**src/rtl/strobe_rate_meter.sv**
```systemverilog
// rtl/strobe_rate_meter.sv - multi-channel strobe edge-rate and edge-interval meter
//
// Purpose:
//   Counts rising edges of NCH single-bit aclk-domain strobes over a gate
//   window and latches the counts at every gate event. The gate is an
//   internal count of gate_len_i aclk cycles or the rising edge of an
//   external gate strobe. Independently, each channel measures the number
//   of aclk cycles between its last two rising edges and flags when two
//   consecutive intervals are equal.
//
// Ports:
//   aclk            clock
//   aresetn         asynchronous active-low reset
//   strobe_i        [NCH]            channel strobes
//   use_ext_gate_i  1: gate on ext_gate_i rising edge, 0: internal gate
//   ext_gate_i      external gate strobe
//   gate_len_i      [GATE_WIDTH]     internal gate length in cycles (min 2)
//   count_o         [NCH*CNT_WIDTH]  edges in last complete window, ch n at n*CNT_WIDTH
//   sat_o           [NCH]            latched window count saturated
//   count_valid_o   one-cycle pulse when count_o/sat_o update
//   interval_o      [NCH*CNT_WIDTH]  cycles between the last two edges per channel
//   stable_o        [NCH]            last two intervals were equal

module strobe_rate_meter #(
   parameter int NCH        = 4,
   parameter int CNT_WIDTH  = 32,
   parameter int GATE_WIDTH = 32
) (
   input  logic                     aclk,
   input  logic                     aresetn,
   input  logic [NCH-1:0]           strobe_i,
   input  logic                     use_ext_gate_i,
   input  logic                     ext_gate_i,
   input  logic [GATE_WIDTH-1:0]    gate_len_i,
   output logic [NCH*CNT_WIDTH-1:0] count_o,
   output logic [NCH-1:0]           sat_o,
   output logic                     count_valid_o,
   output logic [NCH*CNT_WIDTH-1:0] interval_o,
   output logic [NCH-1:0]           stable_o
);

   localparam logic [CNT_WIDTH-1:0]  CNT_MAX  = '1;
   localparam logic [CNT_WIDTH-1:0]  CNT_ONE  = CNT_WIDTH'(1);
   localparam logic [GATE_WIDTH-1:0] GATE_ONE = GATE_WIDTH'(1);
   localparam logic [GATE_WIDTH-1:0] GATE_MIN = GATE_WIDTH'(2);

   // ------------------------------------------------------------------
   // Gate generation (shared by all channels)
   // ------------------------------------------------------------------
   logic                  ext_q;
   logic                  mode_q;
   logic                  first_q;     // first cycle after reset release
   logic [GATE_WIDTH-1:0] gate_cnt;
   logic [GATE_WIDTH-1:0] gate_len_q;  // length of the window in progress
   logic [GATE_WIDTH-1:0] len_in;
   logic [GATE_WIDTH-1:0] len_cur;
   logic                  ext_edge;
   logic                  mode_chg;
   logic                  int_wrap;
   logic                  gate_evt;

   always_comb begin
      len_in   = (gate_len_i < GATE_MIN) ? GATE_MIN : gate_len_i;
      // The window starting at reset release uses gate_len_i directly,
      // since no sampled length exists yet in that first cycle.
      len_cur  = first_q ? len_in : gate_len_q;
      ext_edge = ext_gate_i & ~ext_q;
      mode_chg = use_ext_gate_i ^ mode_q;
      int_wrap = ~use_ext_gate_i & (gate_cnt == (len_cur - GATE_ONE));
      // A mode change restarts the window, so no gate may close it.
      gate_evt = ~mode_chg & (use_ext_gate_i ? ext_edge : int_wrap);
   end

   always_ff @(posedge aclk or negedge aresetn) begin
      if (!aresetn) begin
         ext_q         <= 1'b1;
         mode_q        <= 1'b0;
         first_q       <= 1'b1;
         gate_cnt      <= '0;
         gate_len_q    <= GATE_MIN;
         count_valid_o <= 1'b0;
      end else begin
         ext_q         <= ext_gate_i;
         mode_q        <= use_ext_gate_i;
         first_q       <= 1'b0;
         count_valid_o <= gate_evt;
         // Length is only resampled at a window boundary so a mid-window
         // change to gate_len_i affects the next window only.
         if (first_q || (int_wrap && !mode_chg)) begin
            gate_len_q <= len_in;
         end
         if (mode_chg || use_ext_gate_i || int_wrap) begin
            gate_cnt <= '0;
         end else begin
            gate_cnt <= gate_cnt + GATE_ONE;
         end
      end
   end

   // ------------------------------------------------------------------
   // Per-channel counting and interval measurement
   // ------------------------------------------------------------------
   for (genvar n = 0; n < NCH; n++) begin : g_ch
      logic                 strobe_q;
      logic                 rise;
      logic                 blocked;
      logic [CNT_WIDTH-1:0] acc;
      logic [CNT_WIDTH-1:0] acc_inc;
      logic                 sticky;
      logic [CNT_WIDTH-1:0] cnt_r;
      logic                 sat_r;
      logic [CNT_WIDTH-1:0] since;
      logic [CNT_WIDTH-1:0] since_inc;
      logic [CNT_WIDTH-1:0] ivl_r;
      logic                 stable_r;
      logic                 seen;
      logic                 ivalid;

      always_comb begin
         rise      = strobe_i[n] & ~strobe_q;
         blocked   = rise & (acc == CNT_MAX);
         acc_inc   = (rise && !blocked) ? (acc + CNT_ONE) : acc;
         since_inc = (since == CNT_MAX) ? since : (since + CNT_ONE);
      end

      // Window accumulator. acc_inc already includes this cycle's edge, so
      // an edge coincident with the gate is credited to the closing window.
      always_ff @(posedge aclk or negedge aresetn) begin
         if (!aresetn) begin
            strobe_q <= 1'b1;   // a strobe held high through reset is not an edge
            acc      <= '0;
            sticky   <= 1'b0;
            cnt_r    <= '0;
            sat_r    <= 1'b0;
         end else begin
            strobe_q <= strobe_i[n];
            if (mode_chg) begin
               acc    <= '0;
               sticky <= 1'b0;
            end else if (gate_evt) begin
               cnt_r  <= acc_inc;
               sat_r  <= sticky | blocked;
               acc    <= '0;
               sticky <= 1'b0;
            end else begin
               acc    <= acc_inc;
               sticky <= sticky | blocked;
            end
         end
      end

      // Edge-to-edge interval. since counts cycles after the last edge, so
      // since+1 at the next edge is the edge spacing.
      always_ff @(posedge aclk or negedge aresetn) begin
         if (!aresetn) begin
            since    <= '0;
            ivl_r    <= '0;
            stable_r <= 1'b0;
            seen     <= 1'b0;
            ivalid   <= 1'b0;
         end else if (rise) begin
            since <= '0;
            if (seen) begin
               ivl_r    <= since_inc;
               stable_r <= ivalid & (since_inc == ivl_r);
               ivalid   <= 1'b1;
            end else begin
               seen <= 1'b1;
            end
         end else begin
            since <= since_inc;
         end
      end

      assign count_o[n*CNT_WIDTH +: CNT_WIDTH]    = cnt_r;
      assign sat_o[n]                             = sat_r;
      assign interval_o[n*CNT_WIDTH +: CNT_WIDTH] = ivl_r;
      assign stable_o[n]                          = stable_r;
   end

endmodule
```
**config.mk**
```make
export PLATFORM = sky130hd
export DESIGN_NAME = strobe_rate_meter
export DESIGN_NICKNAME = d
export VERILOG_FILES = /design/src/rtl/strobe_rate_meter.sv
export SDC_FILE = /design/constraint.sdc
export NUM_CORES = 1
export LEC_CHECK = 0
export ABC_CLOCK_PERIOD_IN_PS = 7100
export CAP_MARGIN = 20
export CELL_PAD_IN_SITES_DETAIL_PLACEMENT = 0
export CELL_PAD_IN_SITES_GLOBAL_PLACEMENT = 1
export CORE_MARGIN = 4
export CORE_UTILIZATION = 30
export DETAILED_ROUTE_END_ITERATION = 16
export GPL_ROUTABILITY_DRIVEN = 0
export MAX_ROUTING_LAYER = met4
export PLACE_DENSITY = 0.67
export SETUP_SLACK_MARGIN = 0.4
export SLEW_MARGIN = 20
export SYNTH_ARGS = -nofsm -noshare
export SYNTH_HDL_FRONTEND = slang
export SYNTH_SLANG_ARGS = --single-unit
```
**constraint.sdc**
```tcl
create_clock -name aclk -period 7.1 [get_ports aclk]
set_input_delay 1.42 -clock aclk [delete_from_list [all_inputs] [get_ports aclk]]
set_output_delay 1.42 -clock aclk [all_outputs]
set_load 0.05 [all_outputs]
```
; ---- Word-level counts from Yosys, hierarchy flattened
; Index checks and enable logic that the tools add are counted.
[op_classes]
n_addsub = 10
mul = 0
div = 0
order_cmp = 1
n_eq_ne = 13
shift = 0
n_mux = 32
n_bitwise = 27
reduce_logical = 18
[ops]
columns = op, count
row1 = 32-bit 2-to-1 mux, 23
row2 = 32-bit by 1-bit adder with 32-bit output (second input constant), 9
row3 = 32-bit == test (second input constant), 8
row4 = 32-bit == test, 5
row5 = 32-bit by 2-bit less-than comparator with 1-bit output (second input constant), 1
row6 = 32-bit by 1-bit subtractor with 32-bit output (second input constant), 1
row7 = 1-bit AND, 15
row8 = 2-bit AND reduction, 5
row9 = 1-bit 2-to-1 mux, 9
row10 = 1-bit NOT, 7
row11 = 1-bit logical AND, 5
row12 = 1-bit logical NOT, 5
row13 = 1-bit OR, 4
row14 = 1-bit logical OR, 3
row15 = 1-bit XOR, 1
[word_totals]
regBits = 604
latchBits = 0
ram_bits = 0
mem_bits_ro = 0
input_bits = 40
out_inout_bits = 265
wordCells = 147
mem_count = 0

; ---- Depth between registers and ports, before layout
; Gate-level depths: netlist (run 1).
[depth]
depth_word = 10
ltp_mapped = 20
mapped_depth_nobuf = 16

; ---- Least setup slack after synthesis (run 1)
; OpenSTA, ideal clock, no wires.
[synth_timing]
path_type = input-to-reg
from = input port gate_len_i[16]
to = register gate_len_q[23]
setup_time_ps = 125
arrival_ps = 4674
required_time_ps = 6975
slack_ps = 2302
stages = 16
path_buffers = 2
path_cell_list = clkbuf_1 -> nor4_1 -> nand4_1 -> o21ai_0 -> mux2i_1 -> inv_1 -> ha_1 -> o21ai_0 -> nor4_2 -> a31oi_1 -> a31oi_1 -> nor4_1 -> and3_1 -> a41oi_2 -> buf_4 -> mux2_2
[synth_between]
elab_chain_len = 8
[synth_lines]
columns = item, line_no
row1 = start: declaration, 34  ; input logic [GATE_WIDTH-1:0] gate_len_i,
row2 = 32-bit by 2-bit less-than comparator with 1-bit output, 63  ; len_in = (gate_len_i < GATE_MIN) ? GATE_MIN : gate_len_i;
row3 = 32-bit 2-to-1 mux *, 63
row4 = 32-bit 2-to-1 mux, 66  ; len_cur = first_q ? len_in : gate_len_q;
row5 = 32-bit by 1-bit subtractor with 32-bit output, 69  ; int_wrap = ~use_ext_gate_i & (gate_cnt == (len_cur - GATE_ONE));
row6 = 32-bit == test, 69
row7 = 1-bit AND, 69
row8 = 1-bit logical AND, 89  ; if (first_q || (int_wrap && !mode_chg)) begin
row9 = 1-bit logical OR, 89
row10 = end signal: assignment, 90  ; gate_len_q <= len_in;
row11 = end: declaration, 54  ; logic [GATE_WIDTH-1:0] gate_len_q;
; Mark *: on every way between the ends. The rest lies on a longest branch, timed or not.
; A chain may end at the register's enable or synchronous reset.

; ---- Final worst setup path (run 1)
[layout_timing]
from = input port gate_len_i[30]
to = register gate_cnt[24]
[layout_between]
elab_chain_len = 8
[layout_lines]
columns = item, line_no
row1 = 32-bit by 2-bit less-than comparator with 1-bit output, 63
row2 = 32-bit 2-to-1 mux *, 63
row3 = 32-bit 2-to-1 mux *, 66
row4 = 32-bit by 1-bit subtractor with 32-bit output *, 69
row5 = 32-bit == test *, 69
row6 = 1-bit AND *, 69
row7 = 1-bit logical OR *, 92  ; if (mode_chg || use_ext_gate_i || int_wrap) begin
row8 = 32-bit 2-to-1 mux *, 92
row9 = end signal: assignment, 95  ; gate_cnt <= gate_cnt + GATE_ONE;
row10 = end: declaration, 53  ; logic [GATE_WIDTH-1:0] gate_cnt;
; Marked as above.

==> run_results.csv, run 1 <==
group,metric,value,unit
floorplan,core_area,105700,sq um
global_route,grt_pass1_vias,25040,
outcome,status,"finished, final reports clean",
power,switching_share,0.2919,
synthesis,synth_ff_type,"dfrtp_1",
finish,area_growth,21.84,%
critical_path,critPathLaunch,"gate_len_i[30]",
detailed_routing,wire_per_inst,18.60,um
sta,holdWs,462.7,ps
floorplan,rows,119,
detailed_routing,vias,25000,
clock_tree,path_clk_slew,60,ps
synthesis,ys_async_sr_fraction,1.000,
critical_path,start_kind,"primary input",
critical_path,reg2reg_to,"gate_cnt[24]",
global_route,grt_busiest_layer,"met2",
sta,fin_skew,25.63,ps
synthesis,ys_ff_latch,604,
finish,num_antenna_cells,0,
clock_tree,hold_buffers,0,
clock_tree,cts-resized-gates,0,
power,intPower,6.622,mW
critical_path,arrival,5980,ps
clock_tree,clk_latency,630,ps
floorplan,die_w,335.2,um
critical_path,cp_max_fo,18,
power,clock_power_share,0.437,
finish,fillCellCount,10620,
synthesis,synth_cells,3352,
synthesis,netlist.top_cell.by_area,"dfrtp_1",
synthesis,synth_common_cells,"597 x dfrtp_1, 392 x nor2_1, 281 x nand2_1",
synthesis,synth_top_cell_area_share,0.4653,
flow_run,maxCapViolations,0,
clock_tree,cts_setup_buffers,0,
detailed_routing,dr.pass1.iters,6,
clock_tree,clkSinkCount,604,
global_route,antenna_found_initial,0,
synthesis,yosysSeqAreaShare,0.4710,
global_route,grt_pass1_wl,149.3,mm
clock_tree,ctsHtreeMaxLevel,3,
power,p_comb_frac,0.156,
critical_path,ff2ff_setup_slack,2000,ps
synthesis,synth-edff-count,0,
placement,numPortBuffers,304,
global_route,use_met2,0.2555,
finish,layout-drive-gt1-share,0.06454,
critical_path,r2r-start,"first_q",
critical_path,reg2regPathDepth,11,
sta,rsz0062_at_grt,"no",
global_route,met1_usage,0.2386,
clock_tree,clockBufferDepth,3,
sta,drv_slew,0,
sta,fmax,0.1827,GHz
clock_tree,root_buffer,"clkbuf_16",
sta,slew_headroom,0.2663,
detailed_routing,wirelength,94.16,mm
synthesis,avgSynthCellArea,9.579,sq um
floorplan,ioPinCount,305,
clock_tree,cts_inserted_buffers,75,
detailed_routing,drc_errors,0,
sta,worst_slack,1627,ps
critical_path,endpoint_kind,"register",
critical_path,crit_path_end,"gate_cnt[24]",
power,peakVddDrop,0.1983,mV
critical_path,critPathKind,"primary input to register",
global_route,grt_max_degree,143,
placement,hpwlAfterDp,67.96,mm
floorplan,die_area,112300,sq um
power,leakagePower,16.55,nW
synthesis,synth.yosys.warnings,0,
min_path,worstHoldStart,"g_ch[1].ivalid",
sta,fin_crit_sh,0.7709,
min_path,hp-class,"register to register",
synthesis,ys_types,90,
global_route,grt_use_total,0.1714,
sta,setup_violations,0,
floorplan,die_y,335.2,um
global_route,overflow,0,
synthesis,synth.cell_area,32110,sq um
finish,nNetsFinal,3664,
synthesis,syn_nets,3403,
placement,pre_cts_ws,1011,ps
detailed_routing,ant_nets,0,
sta,setup_tns,0,ps
critical_path,worstPathRequired,7610,ps
power,power.density,239.0,nW/um^2
detailed_routing,drt_iter0_drc,1752,
clock_tree,cts_tree,"done",
sta,hold_viol_final,0,
synthesis,synth_area_leaders,"dfrtp_1 47%, xnor2_1 6.5%, mux2i_1 5.8%",
sta,worst_slew_pin_slew,1090,ps
detailed_routing,viasPerCell,4.937,
synthesis,synthMostInstantiatedCell,"dfrtp_1",
floorplan,start_util,0.3037,
power,seqPwrFrac,0.407,
sta,finalCriticalPeriod,5473,ps
power,p_switching,2.729,mW
global_route,grtUsageMet3,0.03509,
==> flip-flops by register name (all words and copies together) (netlist names), 32 cells and up <==
name,count
g_ch.cnt_r,128
g_ch.acc,128
g_ch.ivl_r,128
g_ch.since,128
gate_cnt,32
gate_len_q,32
==> area by class of cell <==
type / instances / area (sq um) / share of cell area
clock inverters: 33 / 466.7 / 0.01193
repair buffers: 335 / 3381 / 0.08641
clock buffers: 103 / 2166 / 0.05536
multi-input cells: 2412 / 15550 / 0.3975
flip-flops and latches: 604 / 15120 / 0.3866
inverters: 185 / 694.4 / 0.01775
well taps: 1391 / 1740 / 0.04449
==> metal layers <==
layer | part of all wire | wire (um)
met5 | 0 | 0
met4 | 0.025 | 2322
met3 | 0.051 | 4825
met2 | 0.44 | 41580
met1 | 0.48 | 45430
==> placed cells by master, fill, tap and decap left out, types with 34 or more instances in the layout <==
cell             count
xnor2_1            239
dfrtp_1            597
nand3_1            119
and4_1              34
nand4_1             82
inv_1              184
nor2_1             392
nor4_1              52
nor3b_1             54
nand2_1            277
mux2i_1            186
nor3_1              95
clkdlybuf4s50_1    303
and3_1              62
a21oi_1             46
clkbuf_16           78
o21ai_0            187
xor2_1             186
==> logic make-up after synthesis <==
kind of cell,after synthesis,share of synthesized area
muxes,219,0.06956
buffers and inverters,336,0.04707
other,1,0.0001168
AOI/OAI and AO/OA,419,0.08277
and+or+nand+nor,1337,0.2093
DFF,604,0.4710
adders and majority gates,11,0.004286
xor gates and xnor gates,425,0.1159
==> per-stage QoR <==
| stage | std cells | cell area (sq um) | power, mW | utilization |
|---|---|---|---|---|
| floorplan | 3352 | 32110 | 4.765 | - |
| global placement | 4927 | 36470 | 5.333 | 0.3450 |
| detailed placement | 4927 | 36470 | 5.335 | 0.3450 |
| CTS | 5063 | 39110 | 9.529 | 0.3699 |
| global route | 5063 | 39120 | 9.767 | 0.3701 |
| finish | 5063 | 39120 | 9.351 | 0.3701 |
==> worst min-delay path by stage <==
| stage | to | cells after the start |
|---|---|---|
| detailed placement | g_ch[1].ivalid | 1 |
| floorplan | g_ch[3].ivalid | 1 |
| global placement | g_ch[1].ivalid | 1 |
| CTS | g_ch[0].ivalid | 1 |
| finish | g_ch[1].ivalid | 1 |
| global route | g_ch[1].ivalid | 1 |
==> power by group through the flow <==
stage                     registers (mW)  logic [mW]  clock network, mW
final                               3.80        1.46               4.09
after global routing                3.83        1.58               4.36
after CTS                           3.80        1.48               4.25
after detailed placement            3.86        1.48                  0
after global placement              3.86        1.47                  0
after floorplan                     4.12       0.648                  0
==> critical path, stage by stage <==
cell and delay [ps]:
clkdlybuf4s50_1 470, nor4_1 590, nand4_1 270, o21ai_0 290, mux2i_1 150, inv_1 110
ha_1 180, xor2_1 200, xnor2_1 100, a2111oi_2 330, o211ai_1 140, a21oi_1 180
o2111ai_1 160, nor4b_2 350, and2_1 670, buf_4 290, nor3b_1 60
Note: power is estimated with default switching activity, not from simulation.
==> run 2, diff against run 1 <==
Settings changed: ABC_CLOCK_PERIOD_IN_PS 7100 to 4560, PLACE_DENSITY 0.67 to 0.7.
Clock period 7.1 ns to 4.56 ns, I/O delays scaled along.
==> run_results.csv, run 2 (synthesis results as in run 1) <==
group,metric,value,unit
finish,mostFrequentLayoutCells,"597 x dfrtp_1, 391 x nor2_1, 277 x nand2_1",
critical_path,worstPathRequired,5120,ps
critical_path,slowest_stage,"nor4_4",
sta,finalCriticalPeriod,4042,ps
clock_tree,clkSinkCount,604,
finish,fillCellCount,10620,
critical_path,reg2reg_to,"g_ch[0].stable_r",
sta,slew_headroom,0.3717,
finish,final_common_cell,"dfrtp_1",
clock_tree,clockBufferDepth,3,
clock_tree,root_buffer,"clkbuf_16",
detailed_routing,ant_nets,0,
finish,final-seq-area,15130,sq um
global_route,grt_pass1_vias,25290,
global_route,grt_max_degree,80,
critical_path,critPathBufInv,0,
critical_path,max_stage_delay,580,ps
placement,numPortBuffers,304,
critical_path,reg2regPathDepth,10,
critical_path,crit_chain,"ha_1, nand2_1, or3_1, nor4_4, nor3_1, nand3_1, o2111ai_1, or4_1, nor4_1, a32o_1",
sta,hold_viol_final,0,
critical_path,crit_path_end,"g_ch[0].stable_r",
sta,fin_skew,42.48,ps
clock_tree,cts_tree,"done",
power,leakagePower,17.33,nW
detailed_routing,drt_iter0_drc,1437,
finish,multi_input_area,15620,sq um
clock_tree,ctsHtreeMaxLevel,3,
critical_path,cp_max_fo,7,
global_route,overflow,0,
global_route,grt_use_total,0.1717,
finish,num_antenna_cells,0,
detailed_routing,dr.pass1.iters,5,
floorplan,die_area,112300,sq um
critical_path,r2r-start,"g_ch[0].since[0]",
critical_path,endpoint_kind,"register",
power,power,14.32,mW
finish,layout-drive-gt1-share,0.09320,
detailed_routing,wirelength,94.51,mm
placement,pre_cts_ws,-400.9,ps
clock_tree,clk_latency,630,ps
floorplan,core_area,105700,sq um
sta,fmax,0.2474,GHz
floorplan,die_w,335.2,um
critical_path,crit_family,"simple AND/OR/NAND/NOR gates",
clock_tree,path_clk_slew,60,ps
floorplan,rows,119,
min_path,hp-class,"primary input to asynchronous set/reset pin",
floorplan,start_util,0.3037,
sta,fin_crit_sh,0.8865,
sta,worst_slack,517.6,ps
finish,area_growth,24.95,%
flow_run,maxCapViolations,0,
detailed_routing,wire_per_inst,18.33,um
critical_path,cp.depth,10,
finish,nNetsFinal,3765,
clock_tree,cts_inserted_buffers,73,
detailed_routing,drc_errors,0,
critical_path,arrival,4600,ps
placement,hpwlAfterDp,69.78,mm
power,power.density,357.0,nW/um^2
sta,worst_slew_pin_slew,927.8,ps
critical_path,critPathKind,"register to register",
outcome,status,"finished, final reports clean",
floorplan,die_y,335.2,um
power,peakVddDrop,0.2001,mV
global_route,antenna_found_initial,0,
sta,setup_tns,0,ps
sta,setup_violations,0,
floorplan,ioPinCount,305,
sta,drv_slew,0,
critical_path,ff2ff_setup_slack,520,ps
critical_path,critPathLaunch,"g_ch[0].since[0]",
critical_path,start_kind,"register",
detailed_routing,vias,25190,
sta,rsz0062_at_grt,"yes",
detailed_routing,viasPerCell,4.885,
global_route,grt_pass1_wl,149.8,mm
==> run 2: cell types whose count changed in the layout (fill, tap and decap cells not counted), sizes merged, moves of 3 or more <==
cell,previous run,this run
dlymetal6s2s,0,29
clkdlybuf4s50,303,272
clkinv,15,18
inv,190,187
buf,32,132
clkbuf,103,100
==> run 2: report_power, final <==
group	internal (mW)	leakage (nW)	switching, mW	total [mW]
Sequential	5.62	8.23	0.306	5.92
Clock	3.68	1.22	2.38	6.06
Combinational	0.839	7.88	1.50	2.34
==> run 2: layer usage <==
layer  global-route usage  up-vias  share of wire
li1                     -    12320              -
met4              0.05233        0          0.028
met2               0.2504      548           0.43
met3              0.03538      129          0.053
met5                    -        -              0
met1               0.2400    12200           0.49
==> run 2: final cells by class <==
type	count	area share
well taps	1391	0.04338
clock inverters	32	0.01138
repair buffers	438	0.1107
inverters	185	0.01731
flip-flops and latches	604	0.3770
clock buffers	95	0.05087
multi-input cells	2412	0.3893
==> run 2: worst reg2reg max path: cells and delay by family (launching register included) <==
kind,cells,cell delay [ps]
flip-flops,1,460
AO/OA/AOI/OAI,2,410
AND/OR/NAND/NOR,7,2780
adder cells (fa/ha/maj),1,330
==> run 2: worst min-delay path by stage <==
stage / from / to / slack [ps] / cells past startpoint
after floorplan: g_ch[3].ivalid / g_ch[3].ivalid / 430 / 1
after global placement: g_ch[1].ivalid / g_ch[1].ivalid / 450 / 1
after detailed placement: g_ch[1].ivalid / g_ch[1].ivalid / 450 / 1
after CTS: aresetn / gate_len_q[20] / 270 / 1
after global routing: aresetn / gate_len_q[31] / 310 / 1
final: aresetn / gate_len_q[31] / 300 / 1
==> run 2: timing repair <==
item                                    in CTS  in global routing
endpoints found under the hold margin        0                  0
pin swaps                                    6                 18
resized for setup                            6                 51
hold buffers                                 0                  0
gates cloned                                 0                  4
setup buffers                                7                  1
endpoints found under the setup margin     219                323
==> run 2: through the flow <==
step / instances / util / hold slack (ps) / instance area, sq um
floorplan: 3352 / - / 433.7 / 32140
global placement: 5018 / 0.3526 / 449.1 / 37280
detailed placement: 5018 / 0.3526 / 453.6 / 37280
CTS: 5152 / 0.3771 / 271.5 / 39860
global route: 5157 / 0.3795 / 311.5 / 40120
finish: 5157 / 0.3795 / 298.1 / 40120
==> run 3, diff against run 2 <==
Settings changed: CAP_MARGIN 20 to not set.
==> results of run 3 <==
Final layout, timing and power as in run 2 (identical DEF).
